### config.mk
export PLATFORM = sky130hd
export DESIGN_NAME = rr_burst_arbiter
export DESIGN_NICKNAME = d
export VERILOG_FILES = /design/src/rtl/arb_pkg.sv /design/src/rtl/prio_arb_core.sv /design/src/rtl/rr_burst_arbiter.sv
export SDC_FILE = /design/constraint.sdc
export NUM_CORES = 1
export LEC_CHECK = 0
export BUFFER_PORTS_ARGS = -buffer_cell sky130_fd_sc_hd__buf_2
export CORE_UTILIZATION = 25
export CTS_BUF_LIST = sky130_fd_sc_hd__clkbuf_4 sky130_fd_sc_hd__clkbuf_8
export CTS_CLUSTER_DIAMETER = 100
export DETAILED_ROUTE_END_ITERATION = 10
export SYNTH_ARGS = -nofsm -noshare
export SYNTH_HDL_FRONTEND = slang
export SYNTH_SLANG_ARGS = --single-unit
### constraint.sdc
create_clock -name clk -period 9.6 [get_ports clk]
set_input_delay 1.44 -clock clk [delete_from_list [all_inputs] [get_ports clk]]
set_output_delay 1.44 -clock clk [all_outputs]
set_load 0.01 [all_outputs]
### src/rtl/arb_pkg.sv
// arb_pkg: shared arbitration mode and FSM state types.
package arb_pkg;
   typedef enum logic {ARB_RR, ARB_FIXED} arb_mode_e;
   typedef enum logic {ARB, HOLD} arb_state_e;
endpackage

### src/rtl/prio_arb_core.sv
// prio_arb_core: combinational rotating-priority search from a one-hot start position.
module prio_arb_core #(
   parameter int N = 4
) (
   input  logic [N-1:0] req_i,
   input  logic [N-1:0] start_i,
   output logic [N-1:0] gnt_o,
   output logic         any_o
);
   logic [2*N-1:0] dreq, dgnt;
   // Doubling the request vector turns the wrap-around search into a borrow chain.
   assign dreq  = {req_i, req_i};
   assign dgnt  = dreq & ~(dreq - {{N{1'b0}}, start_i});
   assign gnt_o = dgnt[N-1:0] | dgnt[2*N-1:N];
   assign any_o = |req_i;
endmodule

### src/rtl/rr_burst_arbiter.sv
// rr_burst_arbiter: round-robin/fixed-priority arbiter with burst tenure and lock hold.
module rr_burst_arbiter import arb_pkg::*; #(
   parameter int        N     = 4,
   parameter int        BURST = 1,
   parameter arb_mode_e MODE  = ARB_RR
) (
   input  logic                 clk,
   input  logic                 rst,
   input  logic [N-1:0]         request_i,
   input  logic [N-1:0]         lock_i,
   input  logic                 ready_i,
   output logic [N-1:0]         grant_o,
   output logic [$clog2(N)-1:0] grant_idx_o,
   output logic                 anygnt_o,
   output logic                 hold_o
);
   localparam int             IW   = $clog2(N);
   localparam int             CW   = $clog2(BURST) + 1;
   localparam logic [N-1:0]   LSB  = 1;
   localparam logic [IW-1:0]  IONE = 1;
   localparam logic [CW-1:0]  CONE = 1;
   arb_state_e    state_q, state_d;
   logic [IW-1:0] ptr_q, ptr_d, owner_q, owner_d, ptr_eff;
   logic [CW-1:0] cnt_q, cnt_d;
   logic [N-1:0]  core_gnt;
   logic          core_any, in_hold, accept;
   function automatic logic [IW-1:0] nxt_ptr(input logic [IW-1:0] v);
      return (MODE == ARB_FIXED || int'(v) == N - 1) ? '0 : v + IONE;
   endfunction
   // Reset forces the ARB view with ptr=0 even before the registers clear.
   assign ptr_eff = rst ? '0 : ptr_q;
   assign in_hold = (state_q == HOLD) && !rst;
   prio_arb_core #(.N(N)) u_core (
      .req_i  (request_i),
      .start_i(LSB << ptr_eff),
      .gnt_o  (core_gnt),
      .any_o  (core_any)
   );
   assign grant_o  = in_hold ? (LSB << owner_q) & request_i : core_gnt;
   assign anygnt_o = in_hold ? request_i[owner_q] : core_any;
   assign hold_o   = in_hold;
   assign accept   = anygnt_o & ready_i;
   always_comb begin
      grant_idx_o = '0;
      for (int i = 0; i < N; i++)
         grant_idx_o = grant_o[i] ? grant_idx_o | IW'(i) : grant_idx_o;
   end
   always_comb begin
      state_d = state_q;
      ptr_d   = ptr_q;
      owner_d = owner_q;
      cnt_d   = cnt_q;
      if (state_q == ARB) begin
         if (accept && (lock_i[grant_idx_o] || BURST > 1)) begin
            state_d = HOLD;
            owner_d = grant_idx_o;
            cnt_d   = CONE;
         end else if (accept) begin
            ptr_d = nxt_ptr(grant_idx_o);
         end
      end else if (!request_i[owner_q] || (accept && !lock_i[owner_q] && int'(cnt_q) + 1 >= BURST)) begin
         state_d = ARB;
         ptr_d   = nxt_ptr(owner_q);
         cnt_d   = '0;
      end else if (accept) begin
         cnt_d = (int'(cnt_q) >= BURST) ? cnt_q : cnt_q + CONE;
      end
   end
   always_ff @(posedge clk) begin
      if (rst) begin
         state_q <= ARB;
         ptr_q   <= '0;
         owner_q <= '0;
         cnt_q   <= '0;
      end else begin
         state_q <= state_d;
         ptr_q   <= ptr_d;
         owner_q <= owner_d;
         cnt_q   <= cnt_d;
      end
   end
endmodule

; Yosys cells after proc, flatten, opt, wreduce, memory -nomap -nowiden
; Index checks and enable logic that the tools add are counted.
[word_totals]
register_bits = 6
latch_bits = 0
ram_bits = 0
romBits = 0
input_bits = 11
out_inout_bits = 8
wordCells = 67
mem_count = 0
[op_classes]
n_addsub = 5
mul = 0
div_mod_pow = 0
n_lt_le_gt_ge = 4
n_eq_ne = 6
n_shift = 2
mux = 26
n_bitwise = 6
n_reduce_logical = 14
[ops]
columns = cell, count
row1 = 2-bit two-way mux, 9
row2 = 1-bit two-way mux, 13
row3 = 8-bit bitwise AND, 1
row4 = 8-bit NOT, 1
row5 = "1-bit by 2-bit left shift with 4-bit output, first input constant", 2
row6 = 8-bit by 4-bit subtractor with 8-bit output, 1
row7 = 1-bit binary-select mux with 2-bit select, 3
row8 = "2-bit by 3-bit < comparator with 1-bit output, second input constant", 2
row9 = 3-bit AND reduction, 2
row10 = "2-bit by 1-bit adder with 2-bit output, second input constant", 2
row11 = 4-bit bitwise AND, 1
row12 = "2-bit by 1-bit equality test with 1-bit output, second input constant", 2
row13 = 1-bit logical AND, 4
row14 = 4-bit two-way mux, 1
row15 = 4-bit OR, 1
row16 = 2-bit nonzero test, 2
row17 = 4-bit OR reduction, 1
row18 = 1-bit zero test, 3
row19 = "3-bit by 1-bit != test with 1-bit output, second input constant", 1
row20 = "3-bit != test, second input constant", 1
row21 = "1-bit by 1-bit adder with 2-bit output, second input constant", 1
row22 = "2-bit by 1-bit >= comparator with 1-bit output, second input constant", 1
row23 = "2-bit by 1-bit != test with 1-bit output, second input constant", 1
row24 = "2-bit != test, second input constant", 1
row25 = other kinds (6), 6

; Depth between registers and ports, before layout
; Gate-level depths: netlist of the first run.
[logic_depth]
word_depth = 15
ltp_mapped = 13
depth_no_buf = 12

; By module
; From an unflattened synthesis of the first run, not the netlist that was laid out.
[unflattened]
hier_cells = 95
area_unflattened_um2 = 795.8
[modules_own_cells]
columns = module, n_inst, cells_per_inst, area_each_um2, seq_area_each_um2
row1 = rr_burst_arbiter, 1, 70, 595.6, 100.1
row2 = prio_arb_core, 1, 25, 200.2, 0.0

; Least setup slack after synthesis of the first run
; No wires, ideal clock.
[synth_path]
path_kind = input-to-output
from = input rst
to = output grant_idx_o[0]
arrival_ns = 3.244
required_time_ns = 8.160
slack_ns = 4.916
cell_stages = 10
path_buffers = 1
path_cell_list = buf_6 nor2b_1 nand2b_1 ha_1 or3_1 o22a_2 mux2_4 nor2_4 nor2_4 inv_2
[synth_via]
word_cells_on_any_way = 12
classes_between = add/sub (1) / shift (1) / mux (5) / bitwise (3) / reduce/logical (2)
[synth_rtl]
columns = item, line
row1 = from (decl), rr_burst_arbiter.sv:8  ; input logic rst,
row2 = 2-bit two-way mux, rr_burst_arbiter.sv:31  ; assign ptr_eff = rst ? '0 : ptr_q;
row3 = 1-bit by 2-bit left shift with 4-bit output, rr_burst_arbiter.sv:35  ; .start_i(LSB << ptr_eff),
row4 = 8-bit by 4-bit subtractor with 8-bit output, prio_arb_core.sv:13  ; assign dgnt = dreq & ~(dreq - {{N{1'b0}}, start_i});
row5 = 8-bit NOT, prio_arb_core.sv:13
row6 = 8-bit bitwise AND, prio_arb_core.sv:13
row7 = 4-bit OR, prio_arb_core.sv:14  ; assign gnt_o = dgnt[N-1:0] | dgnt[2*N-1:N];
row8 = 4-bit two-way mux (*), rr_burst_arbiter.sv:39  ; assign grant_o = in_hold ? (LSB << owner_q) & request_i : core_gnt;
row9 = via grant_o[3], rr_burst_arbiter.sv:12  ; output logic [N-1:0] grant_o,
row10 = 2-bit two-way mux (*), rr_burst_arbiter.sv:46  ; grant_idx_o = grant_o[i] ? grant_idx_o | IW'(i) : grant_idx_o;
row11 = to (decl), rr_burst_arbiter.sv:13  ; output logic [$clog2(N)-1:0] grant_idx_o,
; The timed path passes the listed nets; every way through them passes the cells marked *.

; Worst setup path after layout of the first run
[layout_path]
from = input rst
to = output grant_idx_o[0]
[layout_via]
elab_chain_cells = 10
word_cells_on_any_way = 12
classes_between = add/sub (1) / shift (1) / mux (5) / bitwise (3) / reduce/logical (2)
[layout_lines]
columns = item, line
row1 = 2-bit two-way mux, rr_burst_arbiter.sv:31
row2 = 1-bit by 2-bit left shift with 4-bit output, rr_burst_arbiter.sv:35
row3 = 8-bit by 4-bit subtractor with 8-bit output, prio_arb_core.sv:13
row4 = 8-bit NOT, prio_arb_core.sv:13
row5 = 8-bit bitwise AND, prio_arb_core.sv:13
row6 = 4-bit OR, prio_arb_core.sv:14
row7 = 4-bit two-way mux (*), rr_burst_arbiter.sv:39
row8 = 1-bit two-way mux, rr_burst_arbiter.sv:46
row9 = 2-bit two-way mux, rr_burst_arbiter.sv:46
row10 = 2-bit two-way mux (*), rr_burst_arbiter.sv:46
; Every way passes the cells marked *; elsewhere a longest branch is shown, timed or not.

==> results.yml, run 1 <==
flow_run:
  drv_cap: 0
synth:
  ys_seq_area_share_pct: 11.7
  syn-num-nets: 115
  avgSynthCellArea_um2: 8.90
  yosysTopAreaCell: "dfxtp_1"
  yosys-top-cells-area: "dfxtp_1 (12%), ha_1 (10%), mux2_4 (5.3%)"
  synthTopCellsByCount: "ha_1 (7), nor2_1 (7), nand2_1 (6)"
  netlist_area_um2: 855
  synth_top_area_share_pct: 11.7
  ys_seq_elements: 5
  synth.distinct_cells: 46
  yosysWarnings: 0
  async_reset_ff_share_pct: 0
  synth_top_flop_cell: "dfxtp_1"
  synth-edff-count: 0
  synthCells: 96
clock_tree:
  cts_hold_buf: 0
  cts_tree: "built"
  cts.sinks: 5
  numCtsBuffers: 3
  clock_path_buffers: 2
  htree_levels: 1
  clk_latency_ns: 0.24
  cts_resized: 0
  clock-root-buffer: "clkbuf_4"
  postCtsSetupBuffers: 0
  clk_pin_slew_ns: 0.04
setup_path:
  path_class: "input port to output pin"
  critPathCaptureType: "output pin"
  cp_slowest_cell: "or3_1"
  cp-start-kind: "input port"
  path_delay_family: "simple AND/OR/NAND/NOR gates"
  path_cells: "buf_2 -> nor2b_1 -> nand2b_1 -> ha_1 -> or3_1 -> o22a_2 -> mux2_4 -> nor2_4 -> nor2_4 -> inv_2 -> buf_2"
  critPathArrivalTime_ns: 3.52
  cp_num_buf_inv: 3
  required_ns: 8.16
  max_stage_delay_ns: 0.37
  crit_fanout: 11
sta:
  maxSlewHeadroom_pct: 60.7
  finalSetupViolCount: 0
  min_period_over_period_pct: 51.6
  tns_ns: 0
  worst_pin_slew_ns: 0.589
  fmax_mhz: 202
  final_hold_viol_count: 0
  fin_worst_skew_ns: 0.00175
  min_period_ns: 4.96
  rsz0062_at_grt: "false"
  slew_violations: 0
floorplan:
  die_w_um: 60.5
  die-area_um2: 3660
  start_util_pct: 27.1
  fp.dieH_um: 60.5
  std_cell_rows: 20
  num_io_pins: 19
  core_um2: 3150
global_route:
  grt_usage_pct: 12.7
  grt_max_degree: 12
  grt_pass1_wl_mm: 3.59
  grt_remaining_overflow: 0
  antenna_found_initial: 0
  grt_pass1_vias: 806
cells_and_area:
  drive_above_1_share_pct: 36.2
  insertedDiodeCount: 0
  fin_nets: 136
  syn_to_final_growth_pct: 18.3
  utilization_pct: 32.1
route:
  drtIter0Drc: 71
  routed_wl_mm: 2.12
  postRouteAntennaNets: 0
  avgViaCountPerCell: 5.09
  drc: 0
  firstDrtPassIters: 4
  avgRoutedWirePerCell_um: 13.3
  vias: 814
hold_path:
  hold_class: "flop to flop"
pwr:
  sw_frac_of_total_pct: 41.6
  p_seq_share_pct: 22.1
  p_int_uw: 83.8
  p_comb_share_pct: 59.1
  p_leak_nw: 0.403
  clock_power_share_pct: 18.8
  p_per_area_nw_per_um2: 142
  switchingPower_uw: 59.6
  peakVddDrop_uv: 31.1
outcome:
  status: "complete, no violations"
placement:
  dp_hpwl_mm: 1.76
  port_buffers: 18
  gp_congestion: 0.794
==> through the flow <==
| step | power [mW] | hold slack (ns) | area (um^2) | setup slack [ns] | cells |
|---|---|---|---|---|---|
| global placement | 0.116 | 0.630 | 981 | 4.72 | 156 |
| global route | 0.156 | 0.673 | 1010 | 4.45 | 160 |
| floorplan | 0.0961 | 0.541 | 855 | 4.92 | 96 |
| CTS | 0.145 | 0.631 | 1010 | 4.63 | 160 |
| finish | 0.143 | 0.638 | 1010 | 4.64 | 160 |
| detailed placement | 0.117 | 0.628 | 981 | 4.64 | 156 |
==> flip-flops by register name, summed over array words and instances, names as in the netlist <==
name and count:
state_q 1, owner_q 2, ptr_q 2
==> kinds of logic (layout without fill, tap and decap cells) <==
kind of cell / Yosys count / count (layout) / synth area share [%]
muxes: 7 / 7 / 13.0
buffers and inverters: 9 / 29 / 5.56
DFF: 5 / 5 / 11.7
adders and majority gates: 8 / 8 / 12.6
xor gates and xnor gates: 1 / 1 / 1.03
AOI/OAI and AO/OA: 26 / 26 / 27.1
and+or+nand+nor: 40 / 40 / 29.0
==> final cells by class <==
type	instances	area [um^2]
clock buffer	4	30.0
fill	368	2140
inverter	7	28.8
multi-input combinational	82	707
sequential	5	100
tap	44	55.1
timing repair buffer	18	90.1
==> worst min-delay path, stage by stage, from the launching register on <==
cell and delay, ns:
dfxtp_1 0.37, inv_1 0.13, a211oi_1 0.08
==> power by group through the flow <==
stage	Sequential [mW]	Combinational (mW)	Clock, mW
after floorplan	0.0289	0.0671	0
after global placement	0.0320	0.0838	0
after detailed placement	0.0320	0.0851	0
after CTS	0.0319	0.0856	0.0279
after global routing	0.0326	0.0940	0.0290
final	0.0316	0.0847	0.0270
==> metal layers <==
metal	GRT usage, %	share of wire (%)	up-vias
met4	0	0	0
met5	0	0	-
met2	20.9	46	23
li1	-	-	406
met3	1.71	4.7	0
met1	18.8	49	385
==> layout by cell type (no fill, tap or decap), types with 2 or more instances in the layout <==
master	n
a21oi_1	5
buf_2	18
clkbuf_4	4
dfxtp_1	5
ha_1	7
inv_1	5
mux2_4	3
mux4_2	2
nand2_1	6
nand2b_1	2
nand4_1	3
nor2_1	7
nor2_4	2
nor2b_1	5
nor3_1	4
nor4_1	2
o211ai_1	2
o21a_1	4
o22ai_1	2
or3_1	2
==> worst paths after layout <==
path / from / to / slack (ns) / depth (start not counted)
worst max-delay path: rst / grant_idx_o[0] / 4.64 / 11
worst min-delay path: owner_q[1] / owner_q[1] / 0.64 / 2
worst max register to register: ptr_q[0] / ptr_q[1] / 6.52 / 12
worst min register to register: owner_q[1] / owner_q[1] / 0.64 / 2
Note: power is estimated with default switching activity, not from simulation.
==> run 2: changes to the inputs <==
Clock period 9.6 ns to 4.6 ns, I/O delays scaled along.
==> results.yml, run 2 (synthesis gave the netlist of run 1 again) <==
sta:
  fin_worst_skew_ns: 0.00553
  whs_ns: 0.626
  slew_violations: 0
  layout_setup_ws_ns: 1.12
  rsz0062_at_grt: "false"
  min_period_ns: 3.48
  tns_ns: 0
  final_hold_viol_count: 0
  min_period_over_period_pct: 75.7
  finalSetupViolCount: 0
  maxSlewHeadroom_pct: 63.6
  worst_pin_slew_ns: 0.546
  fmax_mhz: 287
flow_run:
  drv_cap: 0
floorplan:
  fp.dieH_um: 60.5
  die-area_um2: 3660
  core_um2: 3150
  std_cell_rows: 20
  die_w_um: 60.5
  num_io_pins: 19
  start_util_pct: 27.1
route:
  vias: 826
  drtIter0Drc: 31
  firstDrtPassIters: 4
  routed_wl_mm: 2.17
  drc: 0
  avgRoutedWirePerCell_um: 13.6
  avgViaCountPerCell: 5.16
  postRouteAntennaNets: 0
clock_tree:
  htree_levels: 1
  cts_resized: 0
  clock_path_buffers: 2
  postCtsSetupBuffers: 0
  numCtsBuffers: 3
  cts_hold_buf: 0
  clock-root-buffer: "clkbuf_4"
  clk_latency_ns: 0.25
  cts.sinks: 5
  cts_tree: "built"
  clk_pin_slew_ns: 0.05
setup_path:
  reg2regPathDepth: 12
  critPathArrivalTime_ns: 2.79
  crit_end: "grant_idx_o[0]"
  setup.worst_path.start: "rst"
  cp_num_buf_inv: 3
  path_delay_family: "simple AND/OR/NAND/NOR gates"
  rrSetupSlack_ns: 1.51
  cp_slowest_cell: "or3_1"
  crit_fanout: 11
  path_cells: "buf_2 -> nor2b_1 -> nand2b_1 -> ha_1 -> or3_1 -> o22a_2 -> mux2_4 -> nor2_4 -> nor2_4 -> inv_2 -> buf_2"
  required_ns: 3.91
  path_class: "input port to output pin"
  critPathCaptureType: "output pin"
  reg2reg_to: "ptr_q[1]"
  r2r-start: "ptr_q[0]"
  cp-start-kind: "input port"
  max_stage_delay_ns: 0.37
  cp.depth: 11
global_route:
  grt_pass1_wl_mm: 3.68
  grt_remaining_overflow: 0
  grt_max_degree: 12
  antenna_found_initial: 0
  grt_usage_pct: 13.5
  grt_pass1_vias: 800
outcome:
  status: "complete, no violations"
placement:
  dpl_cell_area_um2: 981
  dpl.cell_count: 156
  gp_congestion: 0.800
  place_ws_ns: 1.01
  port_buffers: 18
  dp_hpwl_mm: 1.76
cells_and_area:
  fill_cells: 364
  insertedDiodeCount: 0
  fin_nets: 136
  final_area_um2: 1010
  top_regs: "owner_q (2), ptr_q (2), state_q (1)"
  syn_to_final_growth_pct: 18.3
  drive_above_1_share_pct: 36.2
  layout.cells.non_filler: 160
  layout_commonest_cell: "buf_2"
  mostFrequentLayoutCells: "buf_2 (18), nor2_1 (7), ha_1 (7)"
  utilization_pct: 32.1
pwr:
  peakVddDrop_uv: 88.5
  p_total_uw: 302
  p_per_area_nw_per_um2: 299
  p_leak_nw: 0.403
hold_path:
  hold_class: "flop to flop"
[run 2: worst reg2reg max path: stages, from the launching register on]
cell	delay [ns]
dfxtp_1	0.35
nor2b_1	0.24
nand2b_1	0.11
ha_1	0.20
or3_1	0.37
o22a_2	0.29
mux2_4	0.25
nor2_4	0.05
nor2_4	0.13
inv_2	0.05
or3b_4	0.43
a2bb2oi_4	0.19
mux2_4	0.31
[run 2: layout make-up]
class                           instances  area (um^2)  area share (%)
Clock buffer                            4         30.0            2.97
Inverter                                7         28.8            2.85
Multi-Input combinational cell         82          707            69.9
Sequential cell                         5          100            9.90
Tap cell                               44         55.1            5.45
Timing Repair Buffer                   18         90.1            8.91
[run 2: worst min-delay path by stage]
stage,start,end,cells after the start
after detailed placement,owner_q[1],owner_q[1],2
after global routing,owner_q[1],owner_q[1],2
after CTS,owner_q[1],owner_q[1],2
final,owner_q[1],owner_q[1],2
after floorplan,owner_q[1],owner_q[1],2
after global placement,owner_q[1],owner_q[1],2
[run 2: layer usage]
layer  wire, um  GRT usage [%]  vias up
met2        984           21.4       30
met3        165           2.99        2
met5          0              0        -
li1           -              -      406
met4         19           3.90        0
met1       1000           18.5      388
[run 2: where the power goes]
group / switching (mW) / internal (mW)
sequential: 0.0134 / 0.0514
clock: 0.0204 / 0.0388
combinational: 0.0931 / 0.0849
total: 0.127 / 0.175
==> run 3: changes to the inputs <==
Clock period 4.6 ns to 3 ns, I/O delays scaled along.
==> results.yml, run 3 (synthesis gave the netlist of run 1 again) <==
floorplan:
  start_util_pct: 27.1
  num_io_pins: 19
  die-area_um2: 3660
  fp.dieH_um: 60.5
  core_um2: 3150
  die_w_um: 60.5
  std_cell_rows: 20
flow_run:
  drv_cap: 0
hold_path:
  holdCritStartpoint: "rst"
  hold_class: "input port to flop"
route:
  firstDrtPassIters: 6
  avgViaCountPerCell: 5.03
  vias: 876
  drtIter0Drc: 40
  avgRoutedWirePerCell_um: 12.5
  wl_met3_um: 135
  wl_met1_mm: 1.01
  routed_wl_mm: 2.17
  routed.top_layer: "met3"
  wl_met2_mm: 1.02
  postRouteAntennaNets: 0
  drc: 0
cells_and_area:
  top_regs: "owner_q (2), ptr_q (2), state_q (1)"
  drive_above_1_share_pct: 47.7
  layout_commonest_cell: "buf_2"
  multiInputGateArea_um2: 733
  layout.cells.non_filler: 174
  register_area_um2: 103
  fin_nets: 150
  insertedDiodeCount: 0
  fill_cells: 347
  syn_to_final_growth_pct: 34.0
  mostFrequentLayoutCells: "buf_2 (18), buf_4 (14), nor2_1 (7)"
sta:
  fin_worst_skew_ns: 0.00123
  final_hold_viol_count: 0
  rsz0062_at_grt: "false"
  whs_ns: 0.619
  fmax_mhz: 347
  min_period_over_period_pct: 96.1
  tns_ns: 0
  worst_pin_slew_ns: 0.527
  slew_violations: 0
  maxSlewHeadroom_pct: 64.6
  finalSetupViolCount: 0
  min_period_ns: 2.88
clock_tree:
  clk_pin_slew_ns: 0.04
  cts_tree: "built"
  cts_hold_buf: 0
  clock_path_buffers: 2
  clock-root-buffer: "clkbuf_4"
  htree_levels: 1
  cts.sinks: 5
  clk_latency_ns: 0.24
  numCtsBuffers: 3
global_route:
  grt_remaining_overflow: 0
  grt_max_degree: 12
  grt_pass1_vias: 787
  antenna_found_initial: 0
  grt_usage_pct: 12.9
  grt_pass1_wl_mm: 3.55
placement:
  port_buffers: 18
  gp_congestion: 0.783
  dp_hpwl_mm: 1.82
  dpl.cell_count: 170
setup_path:
  path_class: "flop to output pin"
  critPathCaptureType: "output pin"
  r2r-start: "ptr_q[0]"
  setup.worst_path.start: "ptr_q[0]"
  required_ns: 2.55
  cp-start-kind: "flop"
  crit_fanout: 4
  rrSetupSlack_ns: 0.18
  critPathArrivalTime_ns: 2.43
outcome:
  status: "complete, no violations"
pwr:
  p_per_area_nw_per_um2: 439
  p_leak_nw: 0.475
  peakVddDrop_uv: 120
-- run 3: final cells by class --
class                           instances  share of cell area (%)
Clock buffer                            4                    2.62
Inverter                                7                    2.51
Tap cell                               44                    4.81
Multi-Input combinational cell         82                    64.0
Timing Repair Buffer                   32                    17.0
Sequential cell                         5                    8.96
-- run 3: report_power, final --
group / switching, mW / total (mW) / internal, mW
Combinational: 0.151 / 0.316 / 0.165
Sequential: 0.0212 / 0.101 / 0.0801
Clock: 0.0258 / 0.0850 / 0.0592
-- run 3: worst max-delay path, cell delays in order (launching register included) --
cell and delay, ns:
dfxtp_2 0.34, nor2b_4 0.15, nand2b_1 0.08, ha_2 0.18, or3_1 0.36, o22a_2 0.26
mux2_4 0.33, buf_4 0.15, o21bai_4 0.11, buf_4 0.12, buf_2 0.11
-- run 3: path summary, 6_finish.rpt --
kind | end | cells after the start
worst min register to register | owner_q[1] | 2
worst min-delay path | state_q | 3
worst max register to register | ptr_q[0] | 10
worst max-delay path | grant_idx_o[1] | 10
-- run 3: per-stage QoR --
stage | cell area (um^2) | setup WS (ns) | power, mW | utilization [%]
after global routing | 1140 | 0.00757 | 0.543 | 36.3
after CTS | 1120 | 0.00756 | 0.500 | 35.6
after global placement | 1090 | -0.000246 | 0.406 | 34.7
after floorplan | 862 | 0.00123 | 0.311 | -
after detailed placement | 1090 | -0.0638 | 0.410 | 34.7
final | 1140 | 0.117 | 0.502 | 36.3
-- run 3: layer usage --
layer | track usage, % | vias up
met3 | 3.84 | 0
met4 | 0 | 0
li1 | - | 432
met1 | 17.4 | 420
met5 | 0 | -
met2 | 21.8 | 24
-- run 3: repair_timing --
action / CTS / global route
buffers inserted: 0 / 0
endpoints found under the setup margin: 0 / 2
resized for setup: 0 / 6
